==> src/rtl/mem_arbiter.sv <==
// Round-robin arbiter sharing one main-memory line port between the icache and dcache.
// One transaction is latched per grant and held until memory signals ready.
module mem_arbiter #(
  parameter int CACHE_LINE_SIZE = 128,
  parameter int ADDR_WIDTH      = 32
) (
  input  logic                       clk,
  input  logic                       reset,
  input  logic                       in_i_read_en,
  input  logic                       in_i_write_en,
  input  logic [ADDR_WIDTH-1:0]      in_i_addr,
  input  logic [CACHE_LINE_SIZE-1:0] in_i_write_data,
  output logic [CACHE_LINE_SIZE-1:0] out_i_read_data,
  output logic                       out_i_ready,
  input  logic                       in_d_read_en,
  input  logic                       in_d_write_en,
  input  logic [ADDR_WIDTH-1:0]      in_d_addr,
  input  logic [CACHE_LINE_SIZE-1:0] in_d_write_data,
  output logic [CACHE_LINE_SIZE-1:0] out_d_read_data,
  output logic                       out_d_ready,
  output logic                       out_mem_read_en,
  output logic                       out_mem_write_en,
  output logic [ADDR_WIDTH-1:0]      out_mem_addr,
  output logic [CACHE_LINE_SIZE-1:0] out_mem_write_data,
  input  logic [CACHE_LINE_SIZE-1:0] in_mem_read_data,
  input  logic                       in_mem_ready,
  output logic [1:0]                 out_grant
);

  typedef enum logic [1:0] {IDLE, BUSY_I, BUSY_D} state_t;

  state_t state;
  logic   last_d;   // 1 when the dcache owned the most recent completed transaction
  logic   req_i;
  logic   req_d;
  logic   pick_d;

  assign req_i  = in_i_read_en | in_i_write_en;
  assign req_d  = in_d_read_en | in_d_write_en;
  // On a tie the port that did not finish last wins, so neither side starves.
  assign pick_d = req_d & (~req_i | ~last_d);

  // NOTE: sequential state uses non-blocking assignments only, and the asynchronous
  // reset clears every register so all outputs drop to 0 without waiting for a clock.
  always_ff @(posedge clk or posedge reset) begin
    if (reset) begin
      state              <= IDLE;
      last_d             <= 1'b0;
      out_grant          <= 2'b00;
      out_mem_read_en    <= 1'b0;
      out_mem_write_en   <= 1'b0;
      out_mem_addr       <= '0;
      out_mem_write_data <= '0;
    end else begin
      case (state)
        IDLE: begin
          if (req_i || req_d) begin
            if (pick_d) begin
              state              <= BUSY_D;
              out_grant          <= 2'b10;
              out_mem_write_en   <= in_d_write_en;
              out_mem_read_en    <= ~in_d_write_en;
              out_mem_addr       <= in_d_addr;
              out_mem_write_data <= in_d_write_data;
            end else begin
              state              <= BUSY_I;
              out_grant          <= 2'b01;
              out_mem_write_en   <= in_i_write_en;
              out_mem_read_en    <= ~in_i_write_en;
              out_mem_addr       <= in_i_addr;
              out_mem_write_data <= in_i_write_data;
            end
          end
        end
        BUSY_I, BUSY_D: begin
          if (in_mem_ready) begin
            state              <= IDLE;
            last_d             <= (state == BUSY_D);
            out_grant          <= 2'b00;
            out_mem_read_en    <= 1'b0;
            out_mem_write_en   <= 1'b0;
            out_mem_addr       <= '0;
            out_mem_write_data <= '0;
          end
        end
        default: state <= IDLE;
      endcase
    end
  end

  // Completion is reported in the same cycle memory raises ready; writes return no data.
  assign out_i_ready     = (state == BUSY_I) & in_mem_ready;
  assign out_d_ready     = (state == BUSY_D) & in_mem_ready;
  assign out_i_read_data = (out_i_ready & out_mem_read_en) ? in_mem_read_data : '0;
  assign out_d_read_data = (out_d_ready & out_mem_read_en) ? in_mem_read_data : '0;

endmodule
==> config.mk <==
export PLATFORM = sky130hd
export DESIGN_NAME = mem_arbiter
export DESIGN_NICKNAME = d
export VERILOG_FILES = /design/src/rtl/mem_arbiter.sv
export SDC_FILE = /design/constraint.sdc
export NUM_CORES = 1
export LEC_CHECK = 0
export BUFFER_PORTS_ARGS = -buffer_cell sky130_fd_sc_hd__clkbuf_2
export CORE_AREA = 2 2 345 347
export CTS_CLUSTER_DIAMETER = 120
export DETAILED_ROUTE_END_ITERATION = 10
export DIE_AREA = 0 0 347 349
export PLACE_DENSITY_LB_ADDON = 0.15
export SLEW_MARGIN = 40
export SYNTH_ARGS = -nofsm -noshare
export SYNTH_HDL_FRONTEND = slang
export SYNTH_SLANG_ARGS = --single-unit
export TNS_END_PERCENT = 100
==> constraint.sdc <==
create_clock -name clk -period 4.73 [get_ports clk]
set_clock_uncertainty 0.2 [all_clocks]
set_input_delay 0.2365 -clock clk [delete_from_list [all_inputs] [get_ports clk]]
set_output_delay 0.2365 -clock clk [all_outputs]
set_load 0.1 [all_outputs]
Word-level counts from Yosys, hierarchy flattened
Cells that the tools add are included.

storage, ports and cells
  output and inout bits = 422
  register bits after elaboration = 167
  input bits = 455

cells by class
  reduce and logical (&&, ||, !) cells = 7
  muxes and demuxes = 22
  equality and inequality tests = 4
  bitwise logic cells = 12

operators with widths
  operator                                             number
  two-way mux 128 bit                                  5
  case mux 128 bit (2 select lines)                    1
  two-way mux 32 bit                                   3
  case mux 32 bit (2 select lines)                     1
  case mux 2 bit (2 select lines)                      2
  two-way mux 2 bit                                    3
  bitwise AND 1 bit                                    5
  two-way mux 1 bit                                    5
  != test 2 bit, second input constant                 2
  inverter 1 bit                                       4
  case mux 1 bit (2 select lines)                      2
  AND reduction 2 bit                                  2
  OR 1 bit                                             3
  AND reduction 3 bit                                  1
  equality test 2 x 1 -> 1 bit, second input constant  1
  equality test 2 bit, second input constant           1
  zero test 2 bit                                      1
  nonzero test 2 bit                                   1
  OR reduction 2 bit                                   1
  logical OR 1 bit                                     1

Logic depth before layout (Yosys ltp)
Gate-level depths: netlist of the first run.

  depth in word-level cells = 7
  mapped depth = 9
  depth with buffers taken out = 5

Least setup slack after synthesis of the first run
Ideal clock, no wire load.

  path kind = register -> output
  start = register out_mem_read_en
  end = output port out_i_read_data[100]
  arrival time = 2.459 ns
  stages on the path, launching flop included = 5
  setup slack = 1.835 ns
  cells stage by stage = dfrtp_1 -> and3_1 -> clkbuf_1 -> clkbuf_1 -> and2_1

on the way
  word-level cells in the longest chain between the ends = 2

ends and longest elaborated chain
  element                 RTL line  source
  from (decl)             21        output logic out_mem_read_en,
  from (signal assigned)  62        out_mem_read_en <= ~in_d_write_en;
  from (signal assigned)  69        out_mem_read_en <= ~in_i_write_en;
  bitwise AND 1 bit       94        assign out_i_read_data = (out_i_ready & out_mem_read_en) ? in_mem_read_data : '0;
  two-way mux 128 bit     94
  to (decl)               13        output logic [CACHE_LINE_SIZE-1:0] out_i_read_data,

Every way passes these cells.

Final worst setup path of the first run
  start = register state[0]
  end = register out_mem_addr[9]

on the way
  word-level cells in the longest chain between the ends = 4
  elaborated cells on any way between the ends = 9
  classes of those cells = eq/ne (4); mux (1); reduce/logical (4)

ends and longest elaborated chain
  element                                                                      RTL line  source
  from (decl)                                                                  32        state_t state;
  from (signal assigned)                                                       47        state <= IDLE;
  from (signal assigned)                                                       59        state <= BUSY_D;
  from (signal assigned)                                                       66        state <= BUSY_I;
  equality test 2 bit / equality test 2 x 1 -> 1 bit (equally long branches)   55        case (state)
  OR reduction 2 bit                                                           55
  != test 2 bit (no source line) / nonzero test 2 bit (equally long branches)  n/a
  AND reduction 3 bit (no source line)                                         n/a
  to (signal assigned)                                                         63        out_mem_addr <= in_d_addr;
  to (signal assigned)                                                         70        out_mem_addr <= in_i_addr;
  to (decl)                                                                    23        output logic [ADDR_WIDTH-1:0] out_mem_addr,

Parallel ways exist; a longest one is shown, timed or not.
A chain may end at the register's enable or synchronous reset.

==> results of run 1 <==
layer usage:
metal  wire [µm]  global-route usage, %  share of wire [%]
met2       45000                   25.1                 52
met1       33800                   15.3                 39
met4        2550                   5.09                3.0
met3        4510                   3.24                5.2
met5          67                      0              0.078
area by class of cell:
type,instances,area (µm²)
multi-input combinational,774,6550
sequential,167,4180
inverter,164,619
antenna,3,7.51
clock inverter,14,223
timing repair buffer,1233,8100
tap,1536,1920
fill,13300,95400
clock buffer,18,429
path summary, 6_finish.rpt:
check	startpoint	endpoint	slack, ns	cells after the start
setup / recovery	state[0]	out_mem_addr[9]	1.30	8
hold reg to reg	out_grant[0]	out_grant[0]	0.32	1
max in group asynchronous	reset	out_mem_addr[1]	2.34	6
min in group asynchronous	reset	out_mem_write_data[45]	0.50	4
setup reg to reg	state[0]	out_mem_addr[9]	1.30	8
hold / removal	in_i_write_en	out_mem_read_en	0.1	3
flip-flops by register name, summed over array words and instances, names as in the netlist:
signal              flops
out_mem_write_data    128
out_mem_read_en         1
out_mem_write_en        1
last_d                  1
state                   2
out_grant               2
out_mem_addr           32
repair_timing:
action | CTS | global route
hold buffers | 323 | 0
setup endpoints to repair | 0 | 0
hold endpoints to repair | 289 | 0
synth_stat cells:
master     number  share of area (%)
a21oi_1         2              0.083
mux2_2          1              0.093
nor2_2          1              0.052
inv_1         164                5.1
o32ai_1         2               0.15
clkbuf_1      114                3.5
o221ai_2       90                 11
nor2b_1         2               0.10
or4_1           1              0.062
o221ai_1       69                5.0
a21oi_2         1              0.073
a21o_1          1              0.062
nor3_1          1              0.041
a221o_1         2               0.17
buf_2          39                1.6
buf_1           8               0.25
ha_1            3               0.31
a21boi_0        1              0.062
nand2_1         5               0.16
nor4_4          1               0.18
mux2i_1         1              0.083
and2_1        258                 13
o211ai_1        1              0.062
o21ai_0         1              0.041
nand3b_1        1              0.062
o21ai_2         1              0.073
nand3_1        70                2.9
dfrtp_1       167                 35
and3_1          3               0.16
nand3_2        90                7.5
a22o_1          2               0.15
o22ai_1         1              0.052
o2111ai_1     159                 12
nor4b_1         1              0.073
or2_2           1              0.052
nor3b_1         1              0.062
buf_6          10               0.93
cells by family (layout without fill, tap and decap cells):
family                   Yosys count  after routing  synth area share, %
AO/OA/AOI/OAI                    333            333                 28.7
buffers and inverters            335           1429                 11.4
other                              0              3                    0
multiplexers                       2              2                0.176
adder cells (fa/ha/maj)            3              3                0.311
AND/OR/NAND/NOR                  436            436                 24.7
flip-flops                       167            167                 34.6
cells in the final DEF (no fill, tap or decap), drive strengths merged, types with 3 or more instances in the layout:
cell,Yosys,routed
clkinvlp,0,4
and3,3,3
bufinv,0,5
nand3,160,160
a21oi,3,3
o2111ai,159,159
clkinv,0,3
o221ai,159,159
dfrtp,167,167
buf,57,34
diode,0,3
nand2,5,5
ha,3,3
inv,164,166
and2,258,258
clkbuf,114,894
dlygate4sd3,0,323
worst min-delay path: cells and delay by family:
kind / cells / cell delay [ns]
buf+inv: 1 / 0.16
compound gates: 2 / 0.40
power breakdown:
part / internal (mW) / switching (mW)
Sequential: 2.03 / 0.383
Combinational: 3.20 / 8.45
Clock: 0.942 / 0.764
per-stage QoR:
step | cells | utilization [%] | total power, mW
finish | 3909 | 18.8 | 15.8
global route | 3908 | 18.8 | 16.6
CTS | 3905 | 18.7 | 15.9
detailed placement | 3550 | 15.4 | 12.7
global placement | 3546 | 15.4 | 12.6
floorplan | 1276 | - | 10.3
==> results.md, run 1 <==
- Cts repair resizes: 0
- Post-synthesis cell count: around 1,300
- Post-DP HPWL: between 60,000 and 70,000 µm
- PnR worst setup slack: between 1 and 1.5 ns
- Syn Area/Cell: roughly 9.5 µm²
- Die Width: approximately 350 µm
- Yosys warns: 0
- Static Leakage: 10.3 nW
- Post-route ant nets: 0
- Library cells used by synthesis: 37
- Largest net degree at the start of global routing: approximately 110
- Design area: 22,000 µm²
- Clk Latency, worst-skew pair: 0.52 ns
- Initial Util: 10.3%
- Count of state elements after synthesis: between 150 and 200
- Htree depth: 4
- Crit Path Category: reg2reg
- Startpoint Class: register
- Drt pass-1 iters: 5
- Fin. max-slew vios: 0
- PwrDens: ~720 nW/µm²
- Die area: 121,000 µm²
- Die Ht: 349 µm
- Initial antenna violation count: 16
- Area after DPL: 18,100 µm²
- Crit-path max FO: 71
- Most used cell, CP: buf_4
- Final hold violations: 0
- CP Buf/Inv Count: 4
- CP required: 5.00 ns
- Hold WC Path Type: in2reg
- Layout cell share with drive strength beyond 1: 47.8%
- Number of DRC markers in iteration 0: between 700 and 800
- Slew HR: 39.5%
- Mapped Area: 12,100 µm²
- CTS clk-pin slew, worst paths: roughly 0.08 ns
- Synthesis-to-finish area growth: 82.6%
- Maxcap violations: 0
- GRT overflow: 0
- First-pass GRT wire length: ~120,000 µm
- CTS buffer count: 17
- Final TNS setup: 0 ns
- Core Region: 117,000 µm²
- Vias: 15,100
- Clock Tree Buf Depth: 2
- WL final: 86,000 µm
- I/O Buffers: around 880
- Setup Buffers After CTS: 0
- Worst Tran Pin Value: about 0.91 ns
- Hold WS: 0.0971 ns
- Clk root buf: clkbuf_16
- Clk sinks: 167
- Tmin final: 3.43 ns
- Fmax: approximately 290 MHz
- Seq/Total Area, Yosys: roughly a third
- Cell row count: about 130
- Total Routing Usage GR: 13.7%
- RSZ-0062 raised after global routing: no
- Fin nets: 2,815
- Synthesized net count: 1,734
- Wire per inst: roughly 22 µm
- CP endpoint kind: register
- Cells along the critical path: inv_1 -> ha_1 -> buf_4 -> nor2b_4 -> buf_4 -> o2111ai_1 -> o221ai_1 -> dlygate4sd3_1
- Io pins: 877
- Vias in the first global route: between 15,000 and 20,000
- CP arrival: between 3 and 4 ns
- TritonCTS clock tree: built
- # DRC: 0
- Worst vdd ir: roughly 0.00044 V
- CP top delay family: buffers and inverters
- RePlAce Congestion: between 0.8 and 0.9
- Vias per cell: 3.87
- Post-place setup slack: 1.82 ns
- Slowest stage delay, CP: 0.71 ns
- Number of setup violations in the final report: 0
- Slowest cell on crit path: buf_4
- Status: finished, final reports clean
- Period utilization: 72.4%
Note: power is estimated with default switching activity, not from simulation.
==> run 2, diff against run 1 <==
==> constraint.sdc (replaced) <==
create_clock -name clk -period 3 [get_ports clk]
set_clock_uncertainty 0.2 [all_clocks]
set_input_delay 0.15 -clock clk [delete_from_list [all_inputs] [get_ports clk]]
set_output_delay 0.15 -clock clk [all_outputs]
set_load 0.1 [all_outputs]
==> results.md, run 2 (synthesis results as in run 1) <==
- Psw: around 15 mW
- CP endpoint kind: register
- Design area: 22,900 µm²
- Vias in the first global route: 16,200
- Die Ht: roughly 350 µm
- Clk Latency, worst-skew pair: 0.51 ns
- PwrDens: 1120 nW/µm²
- Top sig layer: met5
- Tmin final: a little under 3 ns
- Clk sinks: 167
- Largest net degree at the start of global routing: around 130
- Startpoint Class: register
- Commonest non-fill, non-tap cell in the layout: clkbuf_2
- Slowest stage delay, CP: 0.57 ns
- Die area: 121,000 µm²
- Pint: slightly above 10 mW
- Fmax: 346 MHz
- Sw frac: about three fifths
- DR WL met3: between 4000 and 5000 µm
- Status: finished, final reports clean
- Initial antenna violation count: 24
- Htree depth: 4
- Cell row count: 126
- Static Leakage: 10.6 nW
- Final hold violations: 0
- Total Power: 25.7 mW
- WL met2: 45,900 µm
- Clk root buf: clkbuf_16
- CTS buffer count: 17
- I/O Buffers: 876
- Die Width: around 350 µm
- Slowest cell on crit path: dlygate4sd3_1
- Synthesis-to-finish area growth: 90.0%
- CP required: 3.25 ns
- Maxcap violations: 0
- Largest reg by FF count: out_mem_write_data
- Hold WS: 0.124 ns
- Drt pass-1 iters: 4
- Crit-path max FO: 46
- GRT overflow: 0
- Layout cell share with drive strength beyond 1: 48.5%
- Logic gate share of total power: 75.7%
- TritonCTS clock tree: built
- Total Routing Usage GR: 13.9%
- Post-route ant nets: 0
- RePlAce Congestion: between 0.8 and 0.9
- CP arrival: 3.14 ns
- CTS clk-pin slew, worst paths: ~0.070 ns
- Io pins: 877
- Vias per cell: 3.89
- RSZ-0062 raised after global routing: yes
- Vias: 15,300
- Number of setup violations in the final report: 0
- Initial Util: 10.3%
- Fin. max-slew vios: 0
- Worst Tran Pin Value: 0.846 ns
- Clock Tree Buf Depth: 2
- Fin nets: 2,849
- Wire per inst: ~22 µm
- WL final: about 90,000 µm
- Most frequent cells in the layout: 668 x clkbuf_2, 325 x dlygate4sd3_1, 258 x and2_1
- Seq pwr share: between 10 and 15%
- Cells along the critical path: inv_1 -> ha_1 -> buf_4 -> nor2b_4 -> buf_12 -> buf_16 -> o2111ai_1 -> o221ai_2 -> dlygate4sd3_1
- # DRC: 0
- Clk network pwr share: 9.6%
- Worst vdd ir: 0.000587 V
- Crit Path Category: reg2reg
- Period utilization: a little over nine tenths
- Wire length on met1: 35,600 µm
- Biggest regs: out_mem_write_data x128, out_mem_addr x32
- Hold WC Path Type: in2reg
- Max FFs per register: 128
- First-pass GRT wire length: 122,000 µm
- Slew HR: 43.8%
- Core Region: 117,000 µm²
- Number of DRC markers in iteration 0: 730
- Post-DP HPWL: between 60,000 and 70,000 µm
- Final TNS setup: 0 ns
- Area after DPL: 18,700 µm²
## run 2: path summary, 6_finish.rpt
path / from / to / slack, ns / cells past startpoint
setup / recovery: state[0] / out_mem_write_data[112] / 0.11 / 9
hold / removal: in_d_read_en / out_mem_read_en / 0.12 / 4
setup reg to reg: state[0] / out_mem_write_data[112] / 0.11 / 9
hold reg to reg: out_grant[0] / out_grant[0] / 0.35 / 1
max in group asynchronous: reset / out_mem_addr[3] / 1.15 / 5
min in group asynchronous: reset / out_mem_write_data[45] / 0.59 / 4
## run 2: final cells by class
cell class / instances / area (µm²)
sequential: 167 / 4180
clock buffer: 19 / 443
tap: 1536 / 1920
timing repair buffer: 1266 / 9040
clock inverter: 13 / 145
fill: 13200 / 94500
multi-input combinational: 775 / 6560
inverter: 164 / 619
antenna: 6 / 15.0
## run 2: through the flow
stage	util, %	worst slack, ns	std cells
after detailed placement	15.9	0.491	3577
after global placement	15.9	0.540	3575
after global routing	19.5	-0.0468	3944
after CTS	19.3	0.00202	3934
final	19.5	0.111	3946
after floorplan	-	0.191	1276
## run 2: what timing repair did
action	4_1_cts	5_1_grt
hold buffers	325	1
gates resized for setup	84	120
endpoints found under the setup margin	84	241
gates cloned	0	3
hold endpoints to repair	274	1
pin swaps	0	1
setup buffers	0	2
## run 2: per-layer routing
metal	GRT usage, %	vias up
met5	0	-
met4	4.79	24
met3	3.15	112
met2	25.4	592
met1	15.9	7645
li1	-	6974
## run 2: power by group through the flow
stage	combinational [mW]	clock, mW	sequential, mW
floorplan	6.30	0	9.97
global placement	16.9	0	3.81
detailed placement	17.0	0	3.82
CTS	19.3	2.63	3.77
global route	20.5	2.68	3.90
finish	19.5	2.47	3.79
## run 2: critical path: cells and delay by family (launching register included)
kind                       cells  cell delay (ns)
adders and majority gates      1             0.32
and+or+nand+nor                1             0.19
DFF                            1             0.40
AOI/OAI and AO/OA              2             0.29
buffers and inverters          5             1.35
